**config.mk**
```make
export PLATFORM = sky130hd
export DESIGN_NAME = prio_encoder_seq_flat
export DESIGN_NICKNAME = d
export VERILOG_FILES = /design/src/rtl/prio_encoder_seq_if.sv /design/src/rtl/prio_encoder_seq.sv /design/src/flat_wrapper.sv
export SDC_FILE = /design/constraint.sdc
export NUM_CORES = 1
export LEC_CHECK = 0
export BUFFER_PORTS_ARGS = -buffer_cell sky130_fd_sc_hd__buf_2
export CORE_AREA = 2 2 39 41
export DETAILED_ROUTE_END_ITERATION = 16
export DIE_AREA = 0 0 41 43
export HOLD_SLACK_MARGIN = 0.06
export PLACE_DENSITY = 0.57
export RECOVER_POWER = 50
export SLEW_MARGIN = 20
export SYNTH_ARGS = -nofsm -noshare
export SYNTH_HDL_FRONTEND = slang
export SYNTH_SLANG_ARGS = --single-unit
```
**constraint.sdc**
```tcl
create_clock -name clk -period 2.1 [get_ports clk]
set_clock_uncertainty 0.2 [all_clocks]
set_input_delay 0.42 -clock clk [delete_from_list [all_inputs] [get_ports clk]]
set_output_delay 0.42 -clock clk [all_outputs]
set_load 0.05 [all_outputs]
```
**src/rtl/prio_encoder_seq_if.sv**
```systemverilog
// Handshake bundle for prio_encoder_seq: request side and result side.
// slave is the encoder's view, master is the producer/consumer view.
interface prio_encoder_seq_if #(
   parameter int WIDTH = 8
);
   localparam int CODE_W = $clog2(WIDTH);

   logic              in_valid;
   logic              in_ready;
   logic [WIDTH-1:0]  req_i;
   logic              out_valid;
   logic              out_ready;
   logic [CODE_W-1:0] out_code;
   logic              out_none;

   modport slave (
      input  in_valid,
      input  req_i,
      input  out_ready,
      output in_ready,
      output out_valid,
      output out_code,
      output out_none
   );

   modport master (
      output in_valid,
      output req_i,
      output out_ready,
      input  in_ready,
      input  out_valid,
      input  out_code,
      input  out_none
   );
endinterface

```
**src/rtl/prio_encoder_seq.sv**
```systemverilog
// Registered priority encoder with valid/ready on both sides.
// Define PRIO_ENC_RR_EN for rotating (round-robin) priority.
module prio_encoder_seq #(
   parameter  int WIDTH  = 8,
   localparam int CODE_W = $clog2(WIDTH)
) (
   input  logic                 clk,
   input  logic                 rst_n,
   prio_encoder_seq_if.slave    bus
);

   logic              out_valid_q;
   logic [CODE_W-1:0] out_code_q;
   logic              out_none_q;

   logic              accept;
   logic              pop;
   logic              any;
   logic              hi_any;
   logic [WIDTH-1:0]  upper;
   logic [CODE_W-1:0] win_lo;
   logic [CODE_W-1:0] win_hi;
   logic [CODE_W-1:0] win;

   assign bus.in_ready  = !out_valid_q || bus.out_ready;
   assign bus.out_valid = out_valid_q;
   assign bus.out_code  = out_code_q;
   assign bus.out_none  = out_none_q;

   assign accept = bus.in_valid && bus.in_ready;
   assign pop    = out_valid_q && bus.out_ready;
   assign any    = |bus.req_i;

`ifdef PRIO_ENC_RR_EN
   logic [CODE_W-1:0] ptr;

   // Bits at or above ptr are searched first; wrap falls back to all bits.
   always_comb begin
      upper = '0;
      for (int i = 0; i < WIDTH; i++) begin
         upper[i] = bus.req_i[i] && (CODE_W'(i) >= ptr);
      end
   end

   always_ff @(posedge clk) begin
      if (!rst_n) begin
         ptr <= '0;
      end else if (accept && any) begin
         if (win == CODE_W'(WIDTH - 1)) ptr <= '0;
         else                           ptr <= win + 1'b1;
      end
   end
`else
   assign upper = bus.req_i;
`endif

   assign hi_any = |upper;

   always_comb begin
      win_lo = '0;
      win_hi = '0;
      for (int i = WIDTH - 1; i >= 0; i--) begin
         if (bus.req_i[i]) win_lo = CODE_W'(i);
         if (upper[i])     win_hi = CODE_W'(i);
      end
   end

   assign win = hi_any ? win_hi : win_lo;

   always_ff @(posedge clk) begin
      if (!rst_n) begin
         out_valid_q <= 1'b0;
         out_code_q  <= '0;
         out_none_q  <= 1'b0;
      end else if (accept) begin
         out_valid_q <= 1'b1;
         out_code_q  <= any ? win : '0;
         out_none_q  <= !any;
      end else if (pop) begin
         out_valid_q <= 1'b0;
      end
   end

endmodule

```
**src/flat_wrapper.sv**
```systemverilog
// flat-port wrapper written by rule: the top's interface ports become plain ports
module prio_encoder_seq_flat 
#(
   parameter  int WIDTH  = 8,
   localparam int CODE_W = $clog2(WIDTH)
)
  (clk, rst_n, bus_in_valid, bus_req_i, bus_out_ready, bus_in_ready, bus_out_valid, bus_out_code, bus_out_none);
  prio_encoder_seq_if #(.WIDTH(WIDTH)) bus_i ();
  input  logic clk;
  input  logic rst_n;
  input wire logic [$bits(bus_i.in_valid)-1:0] bus_in_valid;
  input wire logic [$bits(bus_i.req_i)-1:0] bus_req_i;
  input wire logic [$bits(bus_i.out_ready)-1:0] bus_out_ready;
  output wire logic [$bits(bus_i.in_ready)-1:0] bus_in_ready;
  output wire logic [$bits(bus_i.out_valid)-1:0] bus_out_valid;
  output wire logic [$bits(bus_i.out_code)-1:0] bus_out_code;
  output wire logic [$bits(bus_i.out_none)-1:0] bus_out_none;
  assign bus_i.in_valid = bus_in_valid;
  assign bus_i.req_i = bus_req_i;
  assign bus_i.out_ready = bus_out_ready;
  assign bus_in_ready = bus_i.in_ready;
  assign bus_out_valid = bus_i.out_valid;
  assign bus_out_code = bus_i.out_code;
  assign bus_out_none = bus_i.out_none;
  prio_encoder_seq #(.WIDTH(WIDTH)) u_core (.clk(clk), .rst_n(rst_n), .bus(bus_i));
endmodule
```
* Word level (Yosys, flattened, before mapping)
Cells that the tools add are included.
Storage, ports and cells: output and inout bits 6, register bits 5, logic and storage cells 21, bits of input ports 12
Operators by class: muxes and demuxes 11, reduce and logical (&&, ||, !) cells 7
Operators by type and width (number):
- 2-to-1 mux 3 bit | 9
- OR reduction 8 bit | 1
- logical AND 1 bit | 2
- logical NOT 1 bit | 2
- 2-to-1 mux 1 bit | 2
- nonzero test 2 bit | 1
- logical OR 1 bit | 1

* Logic depth before layout (Yosys ltp)
depth in word-level cells 9, gate-level depth with buffers 4, gate-level depth less buffers 4

* Worst setup path after synthesis
Ideal clock, no wire load.
kind register -> register, from reg u_core.out_valid_q (netlist: u_core.bus.out_valid), to reg u_core.out_code_q[0] (netlist: u_core.bus.out_code[0]), period minus slack after synthesis 1960 ps, cell stages (with the launch flop) 5, library setup time 117 ps, data required time 1783 ps, path buffers 0, path slack 140 ps, arrival time 1643 ps, cells stage by stage dfxtp_1 > nand2b_1 > nand2_1 > nor4b_1 > a32o_1
On the way: cells in the longest elaborated chain, start to end 3
RTL lines:
- start, declared | RTL line prio_encoder_seq.sv:12 | logic out_valid_q;
- start signal, assigned | RTL line prio_encoder_seq.sv:72 | out_valid_q <= 1'b0;
- start signal, assigned | RTL line prio_encoder_seq.sv:76 | out_valid_q <= 1'b1;
- start signal, assigned | RTL line prio_encoder_seq.sv:80 | out_valid_q <= 1'b0;
- logical NOT 1 bit | RTL line prio_encoder_seq.sv:25 | assign bus.in_ready = !out_valid_q || bus.out_ready;
- logical OR 1 bit | RTL line prio_encoder_seq.sv:25
- net bus_in_ready | RTL line flat_wrapper.sv:14 | output wire logic [$bits(bus_i.in_ready)-1:0] bus_in_ready;
- logical AND 1 bit | RTL line prio_encoder_seq.sv:30 | assign accept = bus.in_valid && bus.in_ready;
- end signal, assigned | RTL line prio_encoder_seq.sv:77 | out_code_q <= any ? win : '0;
- end, declared | RTL line prio_encoder_seq.sv:13 | logic [CODE_W-1:0] out_code_q;
The timed path passes the listed nets, and every way through them passes these cells. A chain may end at the register's enable or synchronous reset.

* Worst setup path after layout
from in bus_req_i[3], to reg u_core.out_code_q[1] (netlist: u_core.bus.out_code[1])
On the way: cells in the longest elaborated chain, start to end 5, elaborated cells between the ends (all ways) 6, classes of those cells mux (5); reduce/logical (1)
RTL lines:
- start, declared | RTL line flat_wrapper.sv:12 | input wire logic [$bits(bus_i.req_i)-1:0] bus_req_i;
- 2-to-1 mux 3 bit (4 in a row) | RTL line prio_encoder_seq.sv:63, prio_encoder_seq.sv:64
- 2-to-1 mux 3 bit * | RTL line prio_encoder_seq.sv:77
Mark *: on every way between the ends. The rest lies on a longest branch, timed or not.

==> run_results.csv <==
group,metric,value,unit
timing,setup-tns-final,0,ns
logic_synthesis,yosysUniqueCellTypes,15,
clocking,cts_hold_buffers,0,
clocking,ctsHtreeMaxLevel,1,
layout,area_growth,47.0,%
worst_setup_path,worst_setup_path_end_kind,"flop",
logic_synthesis,synth_seq_cells,5,
routing,via_per_inst,4.35,
global_routing,grt_pass1_vias,282,
timing,rsz0062_at_grt,"no",
run_status,run_status,"complete, no violations",
place,gp_congestion,0.792,
clocking,cts-root-buf,"clkbuf_4",
logic_synthesis,synth_area,269,um2
clocking,clock_path_buffers,2,
timing,finalHoldViolCount,0,
worst_setup_path,crit_path_start,"bus_req_i[3]",
timing,period_needed,1.73,ns
power,vdd_drop_max,276,uV
timing,setup_viol,0,
routing,drt_iter0_drc,4,
layout,layoutNonFillerInstCount,66,
routing,drt_drc_violations_left,0,
logic_synthesis,synth_largest_area_cell,"dfxtp_1",
logic_synthesis,synth_nets,41,
clocking,post_cts_buffers,0,
global_routing,grtUsageTotal,0.0944,
routing,wirelength,629,um
floorplanning,io_pins,18,
worst_setup_path,r2r-start,"u_core.bus.out_valid",
worst_setup_path,cp_max_fo,3,
floorplanning,rows,14,
timing,tightest_slew,0.589,ns
floorplanning,dieWidth,41,um
clocking,clkSlewWorstSetupHoldPaths,0.05,ns
global_routing,antenna_found_initial,0,
timing,maxSlewViolCount,0,
worst_hold_path,whs_path_depth,3,
floorplanning,core,1380,um2
place,dp_hpwl,526,um
clocking,cts_tree,"built",
routing,first_pass_iters,2,
clocking,clk_latency,0.24,ns
logic_synthesis,synth.area.top_cells,"dfxtp_1 (37%), nor4b_4 (8.8%), a21oi_1 (7.4%)",
floorplanning,die_h,43,um
timing,relSlewSlack,0.609,
worst_setup_path,crit_end,"u_core.bus.out_code[1]",
floorplanning,dieArea,1760,um2
timing,max_freq,577,MHz
logic_synthesis,synth_top_area_share,0.372,
routing,detail-route-antenna-nets,0,
worst_setup_path,r2r_end,"u_core.bus.out_code[1]",
worst_setup_path,critPathArrivalTime,1.66,ns
logic_synthesis,synth_cells,29,
global_routing,grt_overflow,0,
logic_synthesis,yosys_warnings,0,
worst_setup_path,critPathLaunchType,"input port",
floorplanning,start_util,0.194,
worst_hold_path,hp-class,"in -> reg",
flow_run,drv_cap,0,
clocking,cts_sinks,5,
layout,drive_above_1_share,0.360,
logic_synthesis,seq_area_frac_synth,0.372,
timing,final.period_utilization,0.825,
worst_setup_path,worstPathRequired,2.03,ns
clocking,numCtsBuffers,3,
worst_setup_path,r2r_setup_slack,0.74,ns
routing,vias,287,
global_routing,grt_max_degree,7,
global_routing,grt_pass1_wl,1060,um
place,place.port_buffers,17,
routing,wire_per_inst,9.53,um
layout,nets,63,
worst_setup_path,path_class,"in -> reg",
power,leakage,0.179,nW
power,power_density,669,nW/um2
worst_setup_path,reg2reg_depth,4,
place,dpl.cell_count,62,
layout,antennaDiodeCount,0,
clocking,cts.repair.resized,0,
logic_synthesis,syn_avg_cell_area,9.28,um2
## cells by family (layout without fill, tap and decap cells)
group                  Yosys count  after routing  synth area share
DFF                              5              5             0.372
and+or+nand+nor                 10             10             0.288
AOI/OAI and AO/OA                9              9             0.223
buffers and inverters            3             24            0.0419
muxes                            2              2            0.0744
## layer usage
layer  global-route usage  part of all wire
met1                0.103              0.44
met2                0.125              0.48
met3               0.0524             0.081
met4               0.0800                 0
met5                    0                 0
## layout make-up
cell class	count	area (um2)
clock buffers	4	26.3
fillers	151	988
inverters	3	11.3
multi-input cells	21	158
flip-flops and latches	5	100
well taps	16	20.0
repair buffers	17	80.1
## critical path: stages
cell and delay [ns]:
buf_2 0.11, or4_4 0.55, nor4b_4 0.28, nor4b_1 0.10
a32o_1 0.20
## where the power goes
part	leakage [nW]	switching [W]	internal (W)
logic	0.124	0.0000335	0.0000186
registers	0.0408	0.00000161	0.0000986
clock network	0.0150	0.0000402	0.0000719
## layout by cell type (no fill, tap or decap)
cell type  netlist  routed
dfxtp_1          5       5
mux2i_1          2       2
inv_1            3       3
o31ai_1          1       1
nor4b_1          1       1
a21oi_1          4       4
nor2_1           3       3
a21boi_0         1       1
o21ai_0          1       1
nand2b_1         1       1
nand2_1          1       1
nor4b_4          1       1
clkbuf_1         0       5
buf_2            0      13
a32o_1           2       2
nor2b_1          2       2
clkbuf_4         0       3
or4_4            1       1
## stage by stage
step / total power (W) / util / setup slack, ns / hold WS [ns] / area [um2]
global route: 0.000280 / 0.286 / 0.309 / 0.273 / 395
global placement: 0.000154 / 0.270 / 0.102 / 0.279 / 374
finish: 0.000264 / 0.286 / 0.368 / 0.239 / 395
CTS: 0.000271 / 0.289 / 0.361 / 0.231 / 400
floorplan: 0.000132 / - / 0.140 / 0.348 / 269
detailed placement: 0.000155 / 0.270 / 0.101 / 0.281 / 374
## worst min path at each step
| stage | start | end |
|---|---|---|
| final | bus_in_valid | u_core.bus.out_valid |
| after detailed placement | u_core.bus.out_code[0] | u_core.bus.out_code[0] |
| after global routing | rst_n | u_core.bus.out_none |
| after floorplan | rst_n | u_core.bus.out_code[2] |
| after CTS | bus_in_valid | u_core.bus.out_valid |
| after global placement | u_core.bus.out_code[1] | u_core.bus.out_code[1] |
## cell usage after synthesis
| master | instances |
|---|---|
| nand2b_1 | 1 |
| or4_4 | 1 |
| a21boi_0 | 1 |
| dfxtp_1 | 5 |
| inv_1 | 3 |
| nor4b_4 | 1 |
| a32o_1 | 2 |
| nand2_1 | 1 |
| o21ai_0 | 1 |
| nor2b_1 | 2 |
| mux2i_1 | 2 |
| a21oi_1 | 4 |
| nor2_1 | 3 |
| nor4b_1 | 1 |
| o31ai_1 | 1 |
## flip-flops by register name (all words and copies together) (netlist names)
register,cells
u_core.bus.out_none,1
u_core.bus.out_valid,1
u_core.bus.out_code,3
Note: power is estimated with default switching activity, not from simulation.
